<file path="src/rtl/mmio_bus_ctrl.sv">
// CPU-to-MMIO bus sequencer: decodes the access target, holds the one-hot select until the
// target is ready or the timeout expires, then retires the access for one cycle.
module mmio_bus_ctrl #(
    parameter int TIMEOUT = 15
) (
    input  logic        clk,
    input  logic        reset,
    input  logic        cpu_req,
    input  logic        cpu_we,
    input  logic [31:0] cpu_addr,
    input  logic [31:0] cpu_wdata,
    output logic [31:0] cpu_rdata,
    output logic        cpu_stall,
    output logic        cpu_err,
    output logic [3:0]  dev_sel,
    output logic        bus_we,
    output logic [31:0] bus_addr,
    output logic [31:0] bus_wdata,
    input  logic [3:0]  dev_ready,
    input  logic [31:0] dmem_rdata,
    input  logic [31:0] gpio0_rdata,
    input  logic [31:0] uart_rdata,
    input  logic [31:0] i2c_rdata
);

    localparam int CW = $clog2(TIMEOUT + 1);
    localparam logic [CW-1:0] LAST_CNT = CW'(TIMEOUT - 1);

    typedef enum logic [1:0] {
        ST_IDLE   = 2'd0,
        ST_ACCESS = 2'd1,
        ST_DONE   = 2'd2
    } state_t;

    function automatic logic [3:0] decode_target(input logic [31:0] addr);
        logic [3:0] sel;
        sel = 4'b0000;
        if (addr[31:25] == 7'b0000001) begin
            sel = 4'b0001;
        end else if (addr == 32'h0400_0000) begin
            sel = 4'b0010;
        end else if ((addr >= 32'h0400_0004) && (addr <= 32'h0400_0009)) begin
            sel = 4'b0100;
        end else if ((addr >= 32'h0400_000A) && (addr <= 32'h0400_000F)) begin
            sel = 4'b1000;
        end else begin
            sel = 4'b0000;
        end
        return sel;
    endfunction

    state_t         state_r, next_state_s;
    logic [CW-1:0]  count_r, next_count_s;
    logic [3:0]     target_s, next_sel_s;
    logic [31:0]    sel_rdata_s, done_rdata_s;
    logic           done_err_s, latch_s, stall_s;

    // Read data of the currently selected target
    always_comb begin
        sel_rdata_s = 32'h0000_0000;
        case (dev_sel)
            4'b0001: sel_rdata_s = dmem_rdata;
            4'b0010: sel_rdata_s = gpio0_rdata;
            4'b0100: sel_rdata_s = uart_rdata;
            4'b1000: sel_rdata_s = i2c_rdata;
            default: sel_rdata_s = 32'h0000_0000;
        endcase
    end

    // Next-state, select, timeout counter and completion values
    always_comb begin
        next_state_s = state_r;
        next_count_s = count_r;
        next_sel_s   = 4'b0000;
        target_s     = 4'b0000;
        done_rdata_s = 32'h0000_0000;
        done_err_s   = 1'b0;
        latch_s      = 1'b0;
        stall_s      = 1'b0;
        case (state_r)
            ST_IDLE: begin
                if (cpu_req) begin
                    latch_s  = 1'b1;
                    stall_s  = 1'b1;
                    target_s = decode_target(cpu_addr);
                    if (target_s != 4'b0000) begin
                        next_state_s = ST_ACCESS;
                        next_sel_s   = target_s;
                        next_count_s = {CW{1'b0}};
                    end else begin
                        // Unmapped: retire immediately with an error, never touch the bus
                        next_state_s = ST_DONE;
                        done_err_s   = 1'b1;
                    end
                end else begin
                    next_state_s = ST_IDLE;
                end
            end
            ST_ACCESS: begin
                stall_s = 1'b1;
                if ((dev_sel & dev_ready) != 4'b0000) begin
                    next_state_s = ST_DONE;
                    done_rdata_s = bus_we ? 32'h0000_0000 : sel_rdata_s;
                end else if (count_r == LAST_CNT) begin
                    next_state_s = ST_DONE;
                    done_err_s   = 1'b1;
                end else begin
                    next_state_s = ST_ACCESS;
                    next_sel_s   = dev_sel;
                    next_count_s = count_r + CW'(1);
                end
            end
            ST_DONE: begin
                next_state_s = ST_IDLE;
            end
            default: begin
                next_state_s = ST_IDLE;
            end
        endcase
    end

    // State, select, completion and bus latch registers
    always_ff @(posedge clk or posedge reset) begin
        if (reset) begin
            state_r   <= ST_IDLE;
            count_r   <= {CW{1'b0}};
            dev_sel   <= 4'b0000;
            cpu_rdata <= 32'h0000_0000;
            cpu_err   <= 1'b0;
            bus_we    <= 1'b0;
            bus_addr  <= 32'h0000_0000;
            bus_wdata <= 32'h0000_0000;
        end else begin
            state_r   <= next_state_s;
            count_r   <= next_count_s;
            dev_sel   <= next_sel_s;
            cpu_rdata <= done_rdata_s;
            cpu_err   <= done_err_s;
            if (latch_s) begin
                bus_we    <= cpu_we;
                bus_addr  <= cpu_addr;
                bus_wdata <= cpu_wdata;
            end
        end
    end

    // Stall must fall with reset even while the CPU still holds its request
    assign cpu_stall = ~reset & stall_s;

endmodule

</file>
<file path="config.mk">
export PLATFORM = sky130hd
export DESIGN_NAME = mmio_bus_ctrl
export DESIGN_NICKNAME = d
export VERILOG_FILES = /design/src/rtl/mmio_bus_ctrl.sv
export SDC_FILE = /design/constraint.sdc
export NUM_CORES = 1
export LEC_CHECK = 0
export BUFFER_PORTS_ARGS = -buffer_cell sky130_fd_sc_hd__buf_2
export CAP_MARGIN = 0
export CORE_AREA = 2 2 117 119
export DETAILED_ROUTE_END_ITERATION = 8
export DIE_AREA = 0 0 119 121
export PLACE_DENSITY = 0.82
export SLEW_MARGIN = 20
export SYNTH_ARGS = -nofsm -noshare
export SYNTH_HDL_FRONTEND = slang
export SYNTH_SLANG_ARGS = --single-unit
</file>
<file path="constraint.sdc">
create_clock -name clk -period 3.3 [get_ports clk]
set_input_delay 0.495 -clock clk [delete_from_list [all_inputs] [get_ports clk]]
set_output_delay 0.495 -clock clk [all_outputs]
set_load 0.02 [all_outputs]
</file>
After elaboration in Yosys (flattened, before gate mapping):

Index checks and enable logic that the tools add are counted.

* bits in registers: 108
* latch bits: 0
* memory bits (writable): 0
* ROM bits: 0
* bits of input ports: 200
* output and inout bits: 103
* word-level logic and storage cells: 69
* memories: 0

* add/subtract/negate cells: 1
* multipliers: 0
* div/mod/pow operators: 0
* magnitude comparators: 4
* eq/ne operators: 13
* shift operators: 0
* muxes and demuxes: 33
* bitwise operators: 3
* reductions and logical operators: 7

Operators by type and width (number)
* 32-bit case mux with 4 select lines: 1
* 32-bit 2-to-1 mux: 3
* 32-bit by 27-bit greater-or-equal comparator with 1-bit output (second input constant): 2
* 32-bit by 27-bit less-or-equal comparator with 1-bit output (second input constant): 2
* 4-bit 2-to-1 mux: 14
* 32-bit by 27-bit equality test with 1-bit output (second input constant): 1
* 4-bit case mux with 2 select lines: 2
* 4-bit equality test (second input constant): 2
* 2-bit 2-to-1 mux: 4
* 2-bit inequality test (second input constant): 4
* 4-bit nonzero test: 2
* 7-bit by 1-bit equality test with 1-bit output (second input constant): 1
* 1-bit 2-to-1 mux: 6
* 5-bit AND reduction: 1
* 4-bit by 1-bit adder with 4-bit output (second input constant): 1
* 4-bit bitwise AND: 1
* 4-bit by 1-bit equality test with 1-bit output (second input constant): 1
* 4-bit by 2-bit equality test with 1-bit output (second input constant): 1
* 4-bit by 3-bit equality test with 1-bit output (second input constant): 1
* 1-bit case mux with 2 select lines: 2
* 2-bit case mux with 2 select lines: 1
* 3-bit inequality test (second input constant): 1
* 2-bit by 1-bit equality test with 1-bit output (second input constant): 1
* 1-bit logical AND: 2
* other kinds (4): 4

Longest topological paths before layout:

* word-level depth: 12
* gate-level depth with buffers: 7

Least setup slack after synthesis:

Ideal clock, no wire load.

* path kind: input -> register
* start point: in cpu_addr[6]
* end point: reg count_r[0]
* setup time: 0.120 ns
* data arrival time: 1.708 ns
* data required time: 3.180 ns
* slack: 1.472 ns
* stages on the path: 6
* path buffers: 0
* cell sequence: nor4_1 -> nand4_1 -> or3_1 -> a31oi_1 -> o21ai_1 -> a31o_1

* longest elaborated chain between the ends: 11
* elaborated cells between the ends (all ways): 16
* those cells by class: order compare: 4; eq/ne: 2; mux: 6; reduce/logical: 4

RTL lines
* start, declared: line 10 `input logic [31:0] cpu_addr,`
* 32-bit by 27-bit greater-or-equal comparator with 1-bit output or 32-bit by 27-bit less-or-equal comparator with 1-bit output (tied branches): line 44 `end else if ((addr >= 32'h0400_000A) && (addr <= 32'h0400_000F)) begin`
* 1-bit logical AND: line 44
* 4-bit 2-to-1 mux: line 44
* 4-bit 2-to-1 mux: line 42 `end else if ((addr >= 32'h0400_0004) && (addr <= 32'h0400_0009)) begin`
* 4-bit 2-to-1 mux *: line 40 `end else if (addr == 32'h0400_0000) begin`
* 4-bit 2-to-1 mux *: line 38 `if (addr[31:25] == 7'b0000001) begin`
* 4-bit 2-to-1 mux *: line 82 `if (cpu_req) begin`
* 4-bit 2-to-1 mux *: line 80 `case (state_r)`
* 4-bit nonzero test *: line 86 `if (target_s != 4'b0000) begin`
* 2-bit inequality test (no source line) *
* 5-bit AND reduction (no source line) *
* end signal, assigned: line 126 `count_r <= {CW{1'b0}};`
* end signal, assigned: line 135 `count_r <= next_count_s;`
* end, declared: line 53 `logic [CW-1:0] count_r, next_count_s;`

Mark *: on every way between the ends. The rest lies on a longest branch, timed or not. The select of a mux whose other input is x is not followed.
A chain may end at the register's enable or synchronous reset.

Final worst setup path:

* start point: reg dev_sel[0]
* end point: reg count_r[3]

* longest elaborated chain between the ends: 4

RTL lines
* start, declared: line 15 `output logic [3:0] dev_sel,`
* start signal, assigned: line 136 `dev_sel <= next_sel_s;`
* 4-bit bitwise AND: line 101 `if ((dev_sel & dev_ready) != 4'b0000) begin`
* 4-bit nonzero test: line 101
* 2-bit inequality test (no source line)
* 5-bit AND reduction (no source line)

No other way between the ends.

==> impl_metrics.tcl <==
set metrics [dict create \
    status "finished clean" \
    start_kind "flop" \
    net-switching-power_mw 0.918 \
    initial_core_util_pct 36.1 \
    leakage_nw 3.64 \
    grt_first_pass_wirelength_microns 24200 \
    ys_seq_elements 108 \
    n_antenna_cell 0 \
    p_int_mw 2.33 \
    powerDensity_nw_per_um2 481 \
    area_growth_syn_to_layout_pct 42.9 \
    multi_input_area_sq_um 1910 \
    r2r_cells 6 \
    routed.top_layer "met4" \
    drt-met1-wl_microns 6700 \
    detailed_place_hpwl_microns 11600 \
    finClkSkew_ps 15.4 \
    min_period_ps 1960 \
    rsz0062_at_grt "false" \
    dominantRegCellSynth "dfrtp_1" \
    grt_pass1_vias 4709 \
    finalCritPeriodShare_pct 59.5 \
    synth-edff-count 0 \
    p_comb_share_pct 18.3 \
    max_freq_mhz 509 \
    maxSlewViolCount 0 \
    vias 4789 \
    crit_type "flop to flop" \
    clock_latency_ps 350 \
    final_core_util_pct 51.7 \
    dr_wl_met3_microns 883 \
    dr.pass1.iters 7 \
    io_pins 303 \
    gp_congestion 0.813 \
    ys_seq_area_share_pct 57.1 \
    syn_nets 711 \
    ir_drop_uv 245 \
    cts.clk_slew.worst_paths_ps 80 \
    crit_start "dev_sel[0]" \
    finalSetupTns_ps 0 \
    critPathCaptureType "flop" \
    clockBufferDepth 2 \
    crit_end "count_r[3]" \
    timing.rr.end "count_r[3]" \
    wl_per_cell_microns 15.7 \
    layout.nets 1000 \
    pwr-share-seq_pct 46.2 \
    ctsHoldBuffers 0 \
    cts.sinks 108 \
    path_max_fanout 8 \
    worstPathArrival_ps 2150 \
    tightest_slew_ps 920 \
    port_buffers 302 \
    rows 42 \
    die_h_microns 121 \
    fillCellCount 1202 \
    synthArstFlopShare_pct 100 \
    critPathRequiredTime_ps 3490 \
    drc 0 \
    post_cts_resized 0 \
    grt_overflow 0 \
    reg2reg_from "dev_sel[0]" \
    grt_max_degree 54 \
    route.met2.wl_microns 7510 \
    r2r_slack_ps 1340 \
    hold_viol_final 0 \
    core_area_sq_um 13100 \
    clkPwrFrac_pct 35.5 \
    fp.dieW_microns 119 \
    setup-violations-final 0 \
    switching_share_pct 28.2 \
    antenna_found_initial 0 \
    synthCells 509 \
    viasPerCell 4.89 \
    min_path_type "input port to async pin" \
    ys_warn_count 0 \
    drtIter0Drc 327 \
    syn_area_sq_um 4730 \
    numCtsBuffers 9 \
    ant_nets 0 \
    seqCellArea_sq_um 2700 \
    synth_cell_type_count 41 \
    syn_area_per_cell_sq_um 9.29 \
    grt_usage_pct 21.6 \
    finalWirelength_microns 15400 \
    max-cap-violations 0 \
    whs_ps 315 \
    htreeDepth 3 \
    cts_tree "done" \
    die_area_sq_um 14400 \
    drive_above_1_share_pct 41.8 \
    cts_root_buffer "clkbuf_16" \
    post_cts_buffers 0 \
    slew_headroom_pct 38.5 \
]
## synthesized netlist by cell type, drive strengths merged (3+ instances only)
| cell | count | area share, % |
|---|---|---|
| dfrtp | 108 | 57 |
| a21oi | 34 | 3.6 |
| xor2 | 3 | 0.56 |
| nor4 | 6 | 0.93 |
| clkbuf | 20 | 1.6 |
| a22oi | 64 | 10 |
| buf | 13 | 1.3 |
| nor3 | 5 | 0.53 |
| o21ai | 7 | 0.74 |
| a22o | 3 | 0.56 |
| nor4b | 3 | 1.1 |
| inv | 3 | 0.24 |
| nand2 | 204 | 16 |
| nor2 | 9 | 0.71 |
## critical path: stages, from the launching register on
cell	delay (ps)
dfrtp_1	540
a22o_1	300
a221oi_2	270
and3b_1	350
nand4_1	140
xor2_1	150
a21oi_1	50
## through the flow
stage / instance area (sq um) / instances / power [mW] / setup slack (ps)
finish: 6760 / 979 / 3.25 / 1340
global route: 6760 / 979 / 3.43 / 1120
CTS: 6760 / 979 / 3.29 / 1320
detailed placement: 6440 / 963 / 2.13 / 1040
global placement: 6440 / 963 / 2.11 / 1100
floorplan: 4730 / 509 / 1.83 / 1470
## kinds of logic (layout without fill, tap and decap cells)
logic type	Yosys count	count (layout)	share of synthesized area, %
flip-flops	108	108	57.1
buffers and inverters	36	330	3.10
adder cells (fa/ha/maj)	2	2	0.529
AND/OR/NAND/NOR	240	240	21.4
XOR/XNOR	3	3	0.556
AO/OA/AOI/OAI	120	120	17.2
## power by group through the flow
stage	logic, mW	registers, mW	clock network (mW)
4_1_cts	0.602	1.50	1.19
6_report	0.594	1.50	1.15
3_3_place_gp	0.590	1.52	0
5_1_grt	0.660	1.52	1.25
3_5_place_dp	0.603	1.52	0
2_1_floorplan	0.161	1.67	0
## registers in the layout (all words and copies together), names as in the netlist
register and cells:
bus_addr 32, bus_we 1, bus_wdata 32, cpu_err 1, dev_sel 4, state_r 2
cpu_rdata 32, count_r 4
## metal layers
metal  vias to the layer above  track usage, %
met2                       192            35.4
met5                         -               0
met4                         0            8.11
li1                       2321               -
met1                      2255            28.8
met3                        21            3.62
## how the worst min path moves through the flow
stage / slack, ps / startpoint / end / cells after the start
2_1_floorplan: 460 / state_r[1] / state_r[1] / 1
3_3_place_gp: 450 / bus_addr[24] / bus_addr[24] / 2
3_5_place_dp: 460 / bus_wdata[4] / bus_wdata[4] / 2
4_1_cts: 320 / cpu_wdata[4] / bus_wdata[4] / 3
5_1_grt: 330 / cpu_wdata[23] / bus_wdata[23] / 3
6_report: 320 / reset / dev_sel[3] / 2
## area by class of cell
type	instances	share of cell area (%)
Sequential cell	108	40.0
Multi-Input combinational cell	365	28.3
Timing Repair Buffer	311	23.5
Clock buffer	11	3.44
Tap cell	176	3.26
Clock inverter	5	1.22
Inverter	3	0.222
## placed cells by master (no fill, tap or decap), types with 2 or more instances in the layout
cell,Yosys,routed
bufinv_16,0,2
nor2_1,9,9
ha_1,2,2
a22o_1,3,3
buf_4,1,8
nor3_1,5,5
inv_6,0,2
buf_2,6,302
inv_1,3,2
xor2_1,3,3
clkbuf_1,20,2
nand2b_1,2,2
clkbuf_16,0,9
a21oi_1,34,34
o21ai_0,5,5
o211ai_1,2,2
nor4b_4,1,3
a31o_1,2,2
a22oi_1,64,64
nor4_1,5,5
nand4_1,2,2
nand2_1,204,203
dfrtp_1,108,108
Power figures use the tool's default switching activity.
